## src/rtl/rd_sdram.sv

```systemverilog
// rd_sdram: PAL frame reader. Fetches 720-pixel lines from SDRAM as bursts of
//   256/256/208 words (one line per four 256-word rows) and streams them to the output FIFO.
// Latency: read data is registered, so a beat reaches the FIFO 1 cycle after sdram_rd_valid.
//   rd_req rises 1 cycle after IDLE sees room, and falls 1 cycle after rd_ack.
// Backpressure: a burst is requested only while the FIFO fill is below FIFO_LOW. After that
//   the FIFO is never checked, because FIFO_LOW + 256 <= 512 always leaves room.
//
// Configuration macro: RD_FIELD_BASE_EN. When defined, field is taken on vs_neg and selects
//   the row base 14'h2000 (field=1) or 14'h0000. When undefined, the base is always 0.
//
// Ports:
//   clk, reset_n                 clock, async active-low reset
//   vs_neg, field                frame-start pulse (synchronous restart), field indicator
//   wrusedw_fifo                 output FIFO fill level (512 deep)
//   wr_en_fifo, fifo_data        output FIFO write strobe / data
//   rd_req, rd_ack               burst request / one-cycle controller accept
//   rd_burst_length              words in the requested burst (256 or 208)
//   rd_burst_address             SDRAM word address {row_addr, 8'b0}
//   sdram_rd_valid, sdram_data   controller read beats
//   rd_frame_done                one-cycle pulse when the frame's last burst completes
module rd_sdram #(
  parameter int ACTIVE_LINES = 576,
  parameter int FIFO_LOW     = 256
) (
  input  logic        clk,
  input  logic        reset_n,
  input  logic        vs_neg,
  input  logic        field,
  input  logic [8:0]  wrusedw_fifo,
  output logic        wr_en_fifo,
  output logic [15:0] fifo_data,
  output logic        rd_req,
  input  logic        rd_ack,
  output logic [8:0]  rd_burst_length,
  output logic [21:0] rd_burst_address,
  input  logic        sdram_rd_valid,
  input  logic [15:0] sdram_data,
  output logic        rd_frame_done
);

  localparam logic [9:0] FIFO_LOW_W = 10'(FIFO_LOW);
  localparam logic [9:0] LAST_LINE  = 10'(ACTIVE_LINES - 1);

`ifdef RD_FIELD_BASE_EN
  localparam logic [13:0] FIELD_ROW_BASE = 14'h2000;
`else
  localparam logic [13:0] FIELD_ROW_BASE = 14'h0000;
`endif

  typedef enum logic [2:0] {
    IDLE       = 3'd0,
    RD_REQ     = 3'd1,
    BURST      = 3'd2,
    STATE_NOP  = 3'd3,
    FRAME_DONE = 3'd4
  } state_t;

  state_t       r_state;
  state_t       w_next_state;

  logic         r_rd_req;
  logic [8:0]   r_rd_burst_length;
  logic [21:0]  r_rd_burst_address;
  logic         r_wr_en;
  logic [15:0]  r_fifo_data;
  logic         r_frame_done;

  logic [13:0]  r_row_addr;
  logic [1:0]   r_burst_in_line;
  logic [9:0]   r_line_cnt;
  logic [8:0]   r_beat_cnt;
  // Set by vs_neg, cleared by the next accepted request: blocks stale beats
  // belonging to a burst that was aborted by a frame restart.
  logic         r_suppress;

  logic         w_fifo_low;
  logic [8:0]   w_len;
  logic [13:0]  w_base;
  logic         w_start;
  logic         w_ack;
  logic         w_beat;
  logic         w_wr;
  logic         w_advance;
  logic         w_frame_done;

  assign w_fifo_low = {1'b0, wrusedw_fifo} < FIFO_LOW_W;
  assign w_len      = (r_burst_in_line == 2'd2) ? 9'd208 : 9'd256;
  // With the field feature off, FIELD_ROW_BASE is zero and field has no effect.
  assign w_base     = field ? FIELD_ROW_BASE : 14'h0000;
  assign w_wr       = w_beat & ~r_suppress;

  // ---------------------------------------------------------------------------
  // FSM state register
  // ---------------------------------------------------------------------------
  always_ff @(posedge clk or negedge reset_n) begin
    if (!reset_n) begin
      r_state <= IDLE;
    end else begin
      r_state <= w_next_state;
    end
  end

  // ---------------------------------------------------------------------------
  // Next state and datapath strobes. vs_neg overrides every state, and it also
  // masks any rd_ack or beat seen in the same cycle.
  // ---------------------------------------------------------------------------
  always_comb begin
    w_next_state = r_state;
    w_start      = 1'b0;
    w_ack        = 1'b0;
    w_beat       = 1'b0;
    w_advance    = 1'b0;
    w_frame_done = 1'b0;
    if (vs_neg) begin
      w_next_state = IDLE;
    end else begin
      case (r_state)
        IDLE: begin
          if (w_fifo_low) begin
            w_start      = 1'b1;
            w_next_state = RD_REQ;
          end
        end
        RD_REQ: begin
          if (rd_ack) begin
            w_ack        = 1'b1;
            w_next_state = BURST;
          end
        end
        BURST: begin
          if (sdram_rd_valid) begin
            w_beat = 1'b1;
            if (r_beat_cnt == 9'd1) begin
              w_next_state = STATE_NOP;
            end
          end
        end
        STATE_NOP: begin
          w_advance = 1'b1;
          if ((r_burst_in_line == 2'd2) && (r_line_cnt == LAST_LINE)) begin
            w_frame_done = 1'b1;
            w_next_state = FRAME_DONE;
          end else begin
            w_next_state = IDLE;
          end
        end
        FRAME_DONE: begin
          w_next_state = FRAME_DONE;
        end
        default: begin
          w_next_state = IDLE;
        end
      endcase
    end
  end

  // ---------------------------------------------------------------------------
  // Datapath and registered outputs
  // ---------------------------------------------------------------------------
  always_ff @(posedge clk or negedge reset_n) begin
    if (!reset_n) begin
      r_rd_req           <= 1'b0;
      r_rd_burst_length  <= 9'd0;
      r_rd_burst_address <= 22'd0;
      r_wr_en            <= 1'b0;
      r_fifo_data        <= 16'd0;
      r_frame_done       <= 1'b0;
      r_row_addr         <= 14'd0;
      r_burst_in_line    <= 2'd0;
      r_line_cnt         <= 10'd0;
      r_beat_cnt         <= 9'd0;
      r_suppress         <= 1'b0;
    end else begin
      r_wr_en      <= w_wr;
      r_frame_done <= w_frame_done;
      if (w_wr) begin
        r_fifo_data <= sdram_data;
      end

      if (vs_neg) begin
        r_rd_req        <= 1'b0;
        r_row_addr      <= w_base;
        r_burst_in_line <= 2'd0;
        r_line_cnt      <= 10'd0;
        r_beat_cnt      <= 9'd0;
        r_suppress      <= 1'b1;
      end else begin
        if (w_start) begin
          r_rd_req           <= 1'b1;
          r_rd_burst_length  <= w_len;
          r_rd_burst_address <= {r_row_addr, 8'h00};
          r_beat_cnt         <= w_len;
        end

        if (w_ack) begin
          r_rd_req   <= 1'b0;
          r_suppress <= 1'b0;
        end

        if (w_beat) begin
          r_beat_cnt <= r_beat_cnt - 9'd1;
        end

        // Rows 0..2 of a line are consecutive. The fourth row slot is unused,
        // so the last burst of a line skips ahead by two rows.
        if (w_advance) begin
          if (r_burst_in_line == 2'd2) begin
            r_row_addr      <= r_row_addr + 14'd2;
            r_burst_in_line <= 2'd0;
            r_line_cnt      <= r_line_cnt + 10'd1;
          end else begin
            r_row_addr      <= r_row_addr + 14'd1;
            r_burst_in_line <= r_burst_in_line + 2'd1;
          end
        end
      end
    end
  end

  assign rd_req           = r_rd_req;
  assign rd_burst_length  = r_rd_burst_length;
  assign rd_burst_address = r_rd_burst_address;
  assign wr_en_fifo       = r_wr_en;
  assign fifo_data        = r_fifo_data;
  assign rd_frame_done    = r_frame_done;

endmodule
```

## config.mk

```make
export PLATFORM = sky130hd
export DESIGN_NAME = rd_sdram
export DESIGN_NICKNAME = d
export VERILOG_FILES = /design/src/rtl/rd_sdram.sv
export SDC_FILE = /design/constraint.sdc
export NUM_CORES = 1
export LEC_CHECK = 0
export ABC_CLOCK_PERIOD_IN_PS = 2080
export BUFFER_PORTS_ARGS = -buffer_cell sky130_fd_sc_hd__clkbuf_2
export CAP_MARGIN = 25
export CELL_PAD_IN_SITES_DETAIL_PLACEMENT = 0
export CELL_PAD_IN_SITES_GLOBAL_PLACEMENT = 1
export CORE_UTILIZATION = 42
export CTS_CLUSTER_SIZE = 28
export DETAILED_ROUTE_END_ITERATION = 8
export PLACE_DENSITY_LB_ADDON = 0.3
export SLEW_MARGIN = 20
export SYNTH_ARGS = -nofsm -noshare
export SYNTH_HDL_FRONTEND = slang
export SYNTH_SLANG_ARGS = --single-unit
```

## constraint.sdc

```tcl
create_clock -name clk -period 2.08 [get_ports clk]
set_clock_uncertainty 0.15 [all_clocks]
set_input_delay 0.104 -clock clk [delete_from_list [all_inputs] [get_ports clk]]
set_output_delay 0.104 -clock clk [all_outputs]
set_load 0.01 [all_outputs]
```

==> results of run 1 <==
[layout make-up]
class | instances | area (um^2)
tap | 105 | 131.4
timing repair buffer | 97 | 673.1
sequential | 74 | 1853
inverter | 3 | 11.26
fill | 725 | 3772
clock inverter | 7 | 93.84
clock buffer | 9 | 123.9
multi-input combinational | 221 | 1558
[cell families after synthesis]
group,Yosys count,synth area share (%)
fa+ha+maj,5,1.750
simple gates,103,16.70
other cells,1,0.1049
compound gates,54,10.15
buf+inv,32,5.880
mux,33,10.43
xor+xnor,13,3.185
flops,74,51.80
[placed cells by master (no fill, tap or decap), types with 6 or more instances in the layout]
cell type	count
a21oi_1	14
buf_4	17
clkbuf_2	57
clkbuf_8	9
conb_1	13
dfrtp_1	73
dlygate4sd3_1	20
mux2_2	31
nand2_1	10
nand3_1	8
nor2_1	29
nor3_1	6
o21ai_0	13
xnor2_1	7
xor2_1	6
[sequential cells by signal, indices dropped and copies added, names as in the netlist]
register / count
r_state: 3
wr_en_fifo: 1
r_burst_in_line: 2
rd_burst_address: 14
r_line_cnt: 10
fifo_data: 16
r_row_addr: 14
rd_req: 1
rd_frame_done: 1
r_beat_cnt: 9
r_suppress: 1
rd_burst_length: 2
[routing by layer]
metal | GRT usage [%] | share of wire [%]
met4 | 6.538 | 1.7
met2 | 25.72 | 45
met1 | 24.08 | 50
met5 | 0 | 0
met3 | 3.236 | 3.6
[power by group]
group / internal (mW) / switching [mW]
sequential: 1.48 / 0.0296
clock: 0.673 / 0.549
combinational: 0.152 / 0.162
total: 2.30 / 0.741
[worst paths after layout]
check	from	cells past startpoint	end	slack [ps]
setup / recovery	r_beat_cnt[1]	6	r_beat_cnt[6]	110
hold / removal	sdram_rd_valid	4	r_state[0]	50
setup reg to reg	r_beat_cnt[1]	6	r_beat_cnt[6]	110
hold reg to reg	r_beat_cnt[7]	1	r_beat_cnt[7]	340
max in group asynchronous	reset_n	3	wr_en_fifo	1140
min in group asynchronous	reset_n	2	rd_burst_address[19]	80
[worst register-to-register path, stage by stage, from the launching register on]
cell and delay (ps):
dfrtp_1 400, inv_1 100, ha_1 180, or4b_1 490
nor2_1 120, o21ai_1 60, a221o_1 360
[timing repair]
action / CTS / global route
hold buffers: 20 / 0
endpoints found under the setup margin: 0 / 3
gates resized for setup: 0 / 1
hold endpoints to repair: 96 / 0
[per-stage QoR]
stage / util [%] / power [mW]
6_report: 54.09 / 3.045
5_1_grt: 54.09 / 3.194
4_1_cts: 54.07 / 3.079
3_5_place_dp: 48.99 / 1.825
3_3_place_gp: 48.99 / 1.820
2_1_floorplan: - / 1.715
==> summary.md, run 1 <==
| Metric | Value |
|---|---|
| Status | `completed` |
| CP Cell Sequence | `inv_1, ha_1, or4b_1, nor2_1, o21ai_1, a221o_1` |
| DR vias | `2619` |
| Io pins | `between 80 and 90` |
| Placed Cells | `between 400 and 500` |
| Synthesis Warnings | `0` |
| Final nets | `around 440` |
| TNS Setup | `0 ps` |
| Layout Cells excl Fill | `between 500 and 600` |
| Post-Route WL | `between 6000 and 7000 um` |
| Total clock sinks | `74` |
| Critical Path RT | `about 2200 ps` |
| Final hold slack | `48.11 ps` |
| DRC errors left | `0` |
| H-tree depth reported by CTS | `3` |
| CP Capture Type | `flip-flop` |
| Clock-pin slew on the worst setup and hold paths | `80 ps` |
| Worst EP arrival | `approximately 2100 ps` |
| Final Cycle Share | `roughly 95%` |
| Crit path buf inv count | `1` |
| Initial antenna violation count | `0` |
| Dpl cell area | `around 4000 um^2` |
| Avg Inst Size Synth | `between 10 and 15 um^2` |
| Total grt overflow | `0` |
| Die area | `between 8000 and 9000 um^2` |
| Cell count after synthesis | `between 300 and 400` |
| Clock latency on the worst-skew pair | `350 ps` |
| Die Wd | `~94 um` |
| Placeable Area | `~8000 um^2` |
| P&R area growth vs syn | `24.33%` |
| RSZ-0062 raised after global routing | `false` |
| Count leader, synth | `dfrtp_1` |
| Pleak | `roughly 2.2 nW` |
| GPL Wtd Cong | `approximately 0.75` |
| Slowest stage delay, CP | `just under 500 ps` |
| Post-synth EDFFs | `0` |
| PwrDens | `685.2 nW/um^2` |
| Startpoint types | `flip-flop` |
| Final Slew Violations | `0` |
| Cell variety after synth | `57` |
| Site Rows | `33` |
| Die Y | `between 90 and 100 um` |
| Ant diodes | `0` |
| HP Class | `in -> reg` |
| Post-detail-place hpwl | `4725 um` |
| Setup Buffers After CTS | `0` |
| Minimum clock period | `slightly below 2000 ps` |
| Initial core utilization | `43.51%` |
| PortBufs | `a little under 60` |
| Post-DRT Antenna Nets | `0` |
| Largest net degree at the start of global routing | `45` |
| Yosys reg bits | `74` |
| CP delay by family, top | `simple AND/OR/NAND/NOR gates` |
| 1st-iter DRT viols | `~90` |
| Final worst slack | `~110 ps` |
| Sequential share of the synthesized area | `approximately half` |
| Synth Flop Type | `dfrtp_1` |
| Max-cap violations | `0` |
| Global-route wire length before repair | `between 10000 and 15000 um` |
| Fin. Hold Viols | `0` |
| CP max FO | `3` |
| TritonCTS clock tree | `yes` |
| Top cell type's share of synthesized area | `51.80%` |
| Fmax | `between 500 and 600 MHz` |
| Design area | `4444 um^2` |
| Top cells by count, synth | `74 x dfrtp_1, 31 x mux2_2, 29 x nor2_1, 16 x buf_4, 14 x a21oi_1` |
| Setup WS pre-CTS | `approximately 120 ps` |
| Vias in the first global route | `around 2400` |
| Via density | `around 5.1` |
| Layout cells sized above 1 | `32.60%` |
| Leading post-synthesis cells by cell area | `dfrtp_1 52%, mux2_2 9.8%, buf_4 3.4%` |
| TritonRoute pass-1 iters | `4` |
| Peak VDD IR | `0.3649 mV` |
| Max Root-Sink Buffers | `2` |
| Drt wl/cell | `13.44 um` |
| Number of buffers created by CTS | `9` |
| Synth Cell Area | `between 3000 and 4000 um^2` |
| Async SR Flop Fraction | `100.0%` |
| Total track usage | `~17%` |
| Final setup violation count | `0` |
| Slowest CP cell | `or4b_1` |
| Critical path class | `reg -> reg` |
| Root buffer cell | `clkbuf_8` |
| Most area-hungry cell type in the Yosys netlist | `dfrtp_1` |
(Power assumes the default switching activity.)
==> run 2, diff against run 1 <==
--- a/config.mk
+++ b/config.mk
@@ -12,2 +12,3 @@
 export CELL_PAD_IN_SITES_GLOBAL_PLACEMENT = 1
+export CORE_ASPECT_RATIO = 1.5
 export CORE_UTILIZATION = 42
--- a/constraint.sdc
+++ b/constraint.sdc
@@ -4,2 +4,2 @@
 set_output_delay 0.104 -clock clk [all_outputs]
-set_load 0.01 [all_outputs]
+set_load 0.005 [all_outputs]
==> summary.md, run 2 (synthesized netlist as in run 1, its figures left out) <==
| Metric | Value |
|---|---|
| Setup Buffers After CTS | `0 (unchanged)` |
| Total grt overflow | `0 (unchanged)` |
| Minimum clock period | `1972 ps (about the same)` |
| Worst EP arrival | `2040 ps (was 2050 ps)` |
| 1st-iter DRT viols | `87 (was 92)` |
| Peak VDD IR | `0.4392 mV (was 0.3649 mV)` |
| Die Y | `115.0 um (was 94.26 um)` |
| Die area | `8892 um^2 (was 8884 um^2)` |
| Post-DRT Antenna Nets | `0 (unchanged)` |
| Clock latency on the worst-skew pair | `330 ps (was 350 ps)` |
| Critical path class | `reg -> reg (unchanged)` |
| Fill cell count | `725 (unchanged)` |
| Met2 GRT Util | `30.62% (was 25.72%)` |
| Post-detail-place hpwl | `5039 um (was 4725 um)` |
| Largest net degree at the start of global routing | `37 (was 45)` |
| Final setup violation count | `0 (unchanged)` |
| Met3 GRT Util | `4.365% (was 3.236%)` |
| Post-Route WL | `7284 um (was 6937 um)` |
| Final Slew Violations | `0 (unchanged)` |
| Sw power | `0.7709 mW (was 0.7409 mW)` |
| Pleak | `2.172 nW (was 2.177 nW)` |
| Clk network pwr share | `44.1% (was 40.1%)` |
| Final core utilization | `55.11% (was 54.09%)` |
| GPL Wtd Cong | `0.7777 (was 0.7483)` |
| Total track usage | `17.83% (was 17.05%)` |
| Sequential share of power | `46.9% (was 49.6%)` |
| Global-route wire length before repair | `12200 um (was 11620 um)` |
| Met1 usage in global routing | `21.24% (was 24.08%)` |
| Root buffer cell | `clkbuf_16 (was clkbuf_8)` |
| Placeable Area | `8108 um^2 (was 8217 um^2)` |
| RSZ-0062 raised after global routing | `true (was false)` |
| Design area | `4468 um^2 (was 4444 um^2)` |
| Worst slew pin tran | `513.6 ps` |
| CP Capture Type | `flip-flop (unchanged)` |
| Max-slew headroom | `65.08%` |
| PortBufs | `58 (unchanged)` |
| Vias in the first global route | `2586 (was 2415)` |
| Final nets | `436 (was 442)` |
| Reg area | `1853 um^2 (unchanged)` |
| Area of the multi-input gates | `1565 um^2 (was 1558 um^2)` |
| CP max FO | `5 (was 3)` |
| H-tree depth reported by CTS | `3 (unchanged)` |
| TritonRoute pass-1 iters | `4 (unchanged)` |
| Startpoint types | `flip-flop (unchanged)` |
| Die Wd | `77.33 um (was 94.26 um)` |
| Pint | `2.467 mW (was 2.304 mW)` |
| Dpl cell area | `3978 um^2 (was 4025 um^2)` |
| Layout cells sized above 1 | `32.10% (was 32.60%)` |
| Via density | `5.198 (was 5.076)` |
| DR vias | `2651 (was 2619)` |
| Number of buffers created by CTS | `9 (unchanged)` |
| Setup WS pre-CTS | `91.10 ps (was 121.8 ps)` |
| Max reg flops | `16 (unchanged)` |
| Io pins | `81 (unchanged)` |
| Switch share | `23.81% (was 24.33%)` |
| Fmax | `507.1 MHz (was 507.0 MHz)` |
| Critical Path RT | `2150 ps (was 2160 ps)` |
| Total clock sinks | `74 (unchanged)` |
| Site Rows | `40 (was 33)` |
| Clock-pin slew on the worst setup and hold paths | `60 ps (was 80 ps)` |
| DRC errors left | `0 (unchanged)` |
| Initial core utilization | `44.09% (was 43.51%)` |
| Status | `completed (unchanged)` |
| Commonest cells after routing, fill and taps aside | `73 x dfrtp_1, 57 x clkbuf_2, 31 x mux2_2 (unchanged)` |
| P&R area growth vs syn | `24.99% (was 24.33%)` |
| HP Class | `in -> reg (unchanged)` |
| Max-cap violations | `0 (unchanged)` |
| Max Root-Sink Buffers | `2 (unchanged)` |
| Tot Pwr | `3.238 mW (was 3.045 mW)` |
| Initial antenna violation count | `0 (unchanged)` |
| Combinational share of power | `8.9% (was 10.3%)` |
| Drt wl/cell | `14.28 um (was 13.44 um)` |
| Ant diodes | `0 (unchanged)` |
| PwrDens | `724.7 nW/um^2 (was 685.2 nW/um^2)` |
| Final Cycle Share | `94.81% (was 94.82%)` |
| TritonCTS clock tree | `yes (unchanged)` |
| Worst R2R Setup Slack | `110 ps (about the same)` |
| Commonest non-fill, non-tap cell in the layout | `dfrtp_1 (unchanged)` |
| Fin. Hold Viols | `0 (unchanged)` |
| Final worst slack | `108.0 ps (was 107.7 ps)` |
| Busiest grt layer | `met2 (unchanged)` |
run 2: cell count changes in the layout (fill, tap and decap cells not counted), sizes merged:
| cell | change |
|---|---|
| buf | -6 |
| clkbuf | +1 |
| clkinv | +1 |
| bufinv | -2 |
run 2: layout make-up:
class,count,share of cell area (%)
well taps,105,2.940
repair buffers,91,14.00
clock inverters,6,0.9521
flip-flops and latches,74,41.47
inverters,3,0.2520
multi-input cells,221,35.03
clock buffers,10,5.349
run 2: final timing paths:
| path | from | to | cells past startpoint |
|---|---|---|---|
| worst min-delay path | sdram_rd_valid | r_state[0] | 4 |
| worst max register to register | r_beat_cnt[0] | r_beat_cnt[6] | 6 |
| worst min register to register | fifo_data[6] | fifo_data[6] | 1 |
| min in group asynchronous | reset_n | rd_burst_address[15] | 2 |
| worst max-delay path | r_beat_cnt[0] | r_beat_cnt[6] | 6 |
| max in group asynchronous | reset_n | fifo_data[0] | 4 |
run 2: what timing repair did:
action	4_1_cts	5_1_grt
resized for setup	0	3
hold buffers	20	0
setup endpoints to repair	0	19
endpoints found under the hold margin	66	0
run 2: metrics by stage:
| step | TNS [ps] | hold WS (ps) | std cells |
|---|---|---|---|
| 3_5_place_dp | 0 | -49.49 | 474 |
| 2_1_floorplan | 0 | -341.6 | 327 |
| 6_report | 0 | 34.82 | 510 |
| 3_3_place_gp | 0 | -54.72 | 474 |
| 4_1_cts | 0 | 37.61 | 510 |
| 5_1_grt | -19.57 | 71.52 | 510 |
run 2: critical path, cell delays in order, from the launching register on:
cell,delay [ps]
dfrtp_1,420
inv_1,80
ha_1,170
or4b_1,490
nor2_1,120
o21ai_1,60
a221o_1,360
run 2: per-layer routing:
metal / wire length [um] / share of wire, %
met1: 3144 / 43
met5: 0 / 0
met2: 3763 / 52
met3: 242 / 3.3
met4: 133 / 1.8
run 2: power by group through the flow:
stage	Clock [mW]	Combinational, mW	Sequential [mW]
after floorplan	0	0.160	1.54
after global placement	0	0.257	1.54
after detailed placement	0	0.262	1.55
after CTS	1.47	0.294	1.52
after global routing	1.52	0.321	1.53
final	1.43	0.289	1.52
==> run 3, diff against run 2 <==
Settings changed: ABC_CLOCK_PERIOD_IN_PS 2080 to 1700, CORE_UTILIZATION 42 to 38.
Clock period 2.08 ns to 1.7 ns, I/O delays scaled along.
==> summary.md, run 3 (synthesized netlist as in run 1, its figures left out) <==
| Metric | Value |
|---|---|
| Status | `finished, violations left (was completed)` |
| Failing checks | `negative setup slack` |
| Final core utilization | `56.15% (was 55.11%)` |
| Slowest stage delay, CP | `470 ps (was 490 ps)` |
| Fin. Hold Viols | `0 (unchanged)` |
| Layout Cells excl Fill | `559 (was 510)` |
| Die Wd | `81.19 um (was 77.33 um)` |
| 1st-iter DRT viols | `86 (was 87)` |
| DRC errors left | `0 (unchanged)` |
| Post-Route WL | `8450 um (was 7284 um)` |
| Die area | `9807 um^2 (was 8892 um^2)` |
| Global-route wire length before repair | `13030 um (was 12200 um)` |
| Commonest cells after routing, fill and taps aside | `72 x dfrtp_1, 57 x clkbuf_2, 46 x buf_4 (was 73 x dfrtp_1, 57 x clkbuf_2, 31 x mux2_2)` |
| TritonCTS clock tree | `yes (unchanged)` |
| P&R area growth vs syn | `44.52% (was 24.99%)` |
| Placeable Area | `9200 um^2 (was 8108 um^2)` |
| Initial antenna violation count | `0 (unchanged)` |
| Fmax | `558.3 MHz (was 507.1 MHz)` |
| GPL Wtd Cong | `0.7976 (was 0.7777)` |
| Worst Hold Path Cells | `4 (unchanged)` |
| Initial core utilization | `38.85% (was 44.09%)` |
| Peak VDD IR | `0.5971 mV (was 0.4392 mV)` |
| PortBufs | `58 (unchanged)` |
| TritonRoute pass-1 iters | `4 (unchanged)` |
| Placed Cells | `512 (was 474)` |
| Drt wl/cell | `15.12 um (was 14.28 um)` |
| TNS Setup | `-927.0 ps (was 0 ps)` |
| Critical Path RT | `1760 ps (was 2150 ps)` |
| Total grt overflow | `0 (unchanged)` |
| Critical path class | `reg -> reg (unchanged)` |
| HP Class | `in -> reg (unchanged)` |
| Final nets | `478 (was 436)` |
| Ant diodes | `0 (unchanged)` |
| Sw power | `0.9497 mW (was 0.7709 mW)` |
| Root buffer cell | `clkbuf_16 (unchanged)` |
| Number of buffers created by CTS | `9 (unchanged)` |
| Final setup violation count | `21 (was 0)` |
| Max reg flops | `16 (unchanged)` |
| CP Capture Type | `flip-flop (unchanged)` |
| Sequential share of power | `41.1% (was 46.9%)` |
| PwrDens | `874.7 nW/um^2 (was 724.7 nW/um^2)` |
| DR vias | `2835 (was 2651)` |
| Combinational share of power | `10.1% (was 8.9%)` |
| Clk network pwr share | `48.8% (was 44.1%)` |
| Pint | `3.569 mW (was 2.467 mW)` |
| Total clock sinks | `74 (unchanged)` |
| Clock-pin slew on the worst setup and hold paths | `60 ps (about the same)` |
| CP Cell Sequence | `inv_2, ha_4, or4b_4, nor2_2, o21ai_1, a221o_1 (was inv_1, ha_1, or4b_1, nor2_1, o21ai_1, a221o_1)` |
| Post-detail-place hpwl | `5411 um (was 5039 um)` |
| Total track usage | `17.55% (was 17.83%)` |
| Final Slew Violations | `0 (unchanged)` |
| Reg2reg path depth | `6 (unchanged)` |
| Switch share | `21.02% (was 23.81%)` |
| Post-DRT Antenna Nets | `0 (unchanged)` |
| Max-cap violations | `0 (unchanged)` |
| Slowest CP cell | `or4b_4 (was or4b_1)` |
| Minimum clock period | `1791 ps (was 1972 ps)` |
| Startpoint types | `flip-flop (unchanged)` |
| Largest net degree at the start of global routing | `35 (was 37)` |
| CP max FO | `3 (was 5)` |
| Final Cycle Share | `105.4% (was 94.81%)` |
| Final worst slack | `-91.05 ps (was 108.0 ps)` |
| Io pins | `81 (unchanged)` |
| Final hold slack | `68.67 ps (was 34.82 ps)` |
| Layout cells sized above 1 | `46.09% (was 32.10%)` |
| Max Root-Sink Buffers | `2 (unchanged)` |
| Commonest non-fill, non-tap cell in the layout | `dfrtp_1 (unchanged)` |
| Via density | `5.072 (was 5.198)` |
| Tot Pwr | `4.519 mW (was 3.238 mW)` |
| Die Y | `120.8 um (was 115.0 um)` |
| Worst EP arrival | `1850 ps (was 2040 ps)` |
| Vias in the first global route | `2705 (was 2586)` |
| H-tree depth reported by CTS | `3 (unchanged)` |
| Clock latency on the worst-skew pair | `330 ps (about the same)` |
| Site Rows | `43 (was 40)` |
| RSZ-0062 raised after global routing | `true (unchanged)` |
| Pleak | `2.506 nW (was 2.172 nW)` |
run 3: cell count changes in the layout (fill, tap and decap cells not counted), sizes merged:
cell,previous run,this run
buf,14,54
clkinvlp,2,0
clkbuf,67,70
mux2i,2,3
clkinv,4,2
bufinv,0,3
dlygate4sd3,20,19
run 3: path summary, 6_finish.rpt:
kind | slack [ps] | to | start
max in group asynchronous | 690 | r_row_addr[10] | reset_n
hold / removal | 70 | r_state[0] | sdram_rd_valid
setup reg to reg | -90 | r_beat_cnt[6] | r_beat_cnt[1]
min in group asynchronous | 110 | fifo_data[11] | reset_n
hold reg to reg | 330 | r_beat_cnt[7] | r_beat_cnt[7]
setup / recovery | -90 | r_beat_cnt[6] | r_beat_cnt[1]
run 3: layer usage:
| layer | part of all wire [%] | vias to the layer above | global-route usage (%) | routed length (um) |
|---|---|---|---|---|
| li1 | - | 1370 | - | - |
| met1 | 42 | 1409 | 20.61 | 3517 |
| met2 | 55 | 48 | 30.20 | 4666 |
| met3 | 1.8 | 8 | 3.472 | 155 |
| met4 | 1.3 | 0 | 7.813 | 111 |
| met5 | 0 | - | 0 | 0 |
run 3: repair_timing:
item	in CTS	in global routing
pin swaps	10	13
cloned	0	3
endpoints found under the hold margin	94	0
hold buffers	19	0
resized for setup	9	51
endpoints found under the setup margin	46	56
buffers inserted	5	6
run 3: critical path, delay by kind of cell, from the launching register on:
| family | cells | cell delay, ps |
|---|---|---|
| and+or+nand+nor | 2 | 560 |
| DFF | 1 | 380 |
| AOI/OAI and AO/OA | 2 | 360 |
| adders and majority gates | 1 | 130 |
| buffers and inverters | 1 | 80 |
run 3: layout make-up:
cell class | instances | area [um^2]
fill | 774 | 4034
inverter | 3 | 11.26
clock inverter | 5 | 100.1
sequential | 74 | 1854
multi-input combinational | 222 | 1817
clock buffer | 11 | 252.7
timing repair buffer | 132 | 991.0
tap | 112 | 140.1
run 3: power groups by stage:
stage	Combinational, mW	Sequential [mW]	Clock (mW)
6_report	0.455	1.86	2.21
3_5_place_dp	0.372	1.88	0
2_1_floorplan	0.205	1.88	0
5_1_grt	0.501	1.86	2.33
4_1_cts	0.418	1.85	2.26
3_3_place_gp	0.365	1.88	0
run 3: stage by stage:
step	setup slack [ps]	area, um^2
5_1_grt	-169.3	5166
3_5_place_dp	-141.1	4254
2_1_floorplan	-143.1	3664
6_report	-91.05	5166
4_1_cts	-84.51	4863
3_3_place_gp	-108.5	4254
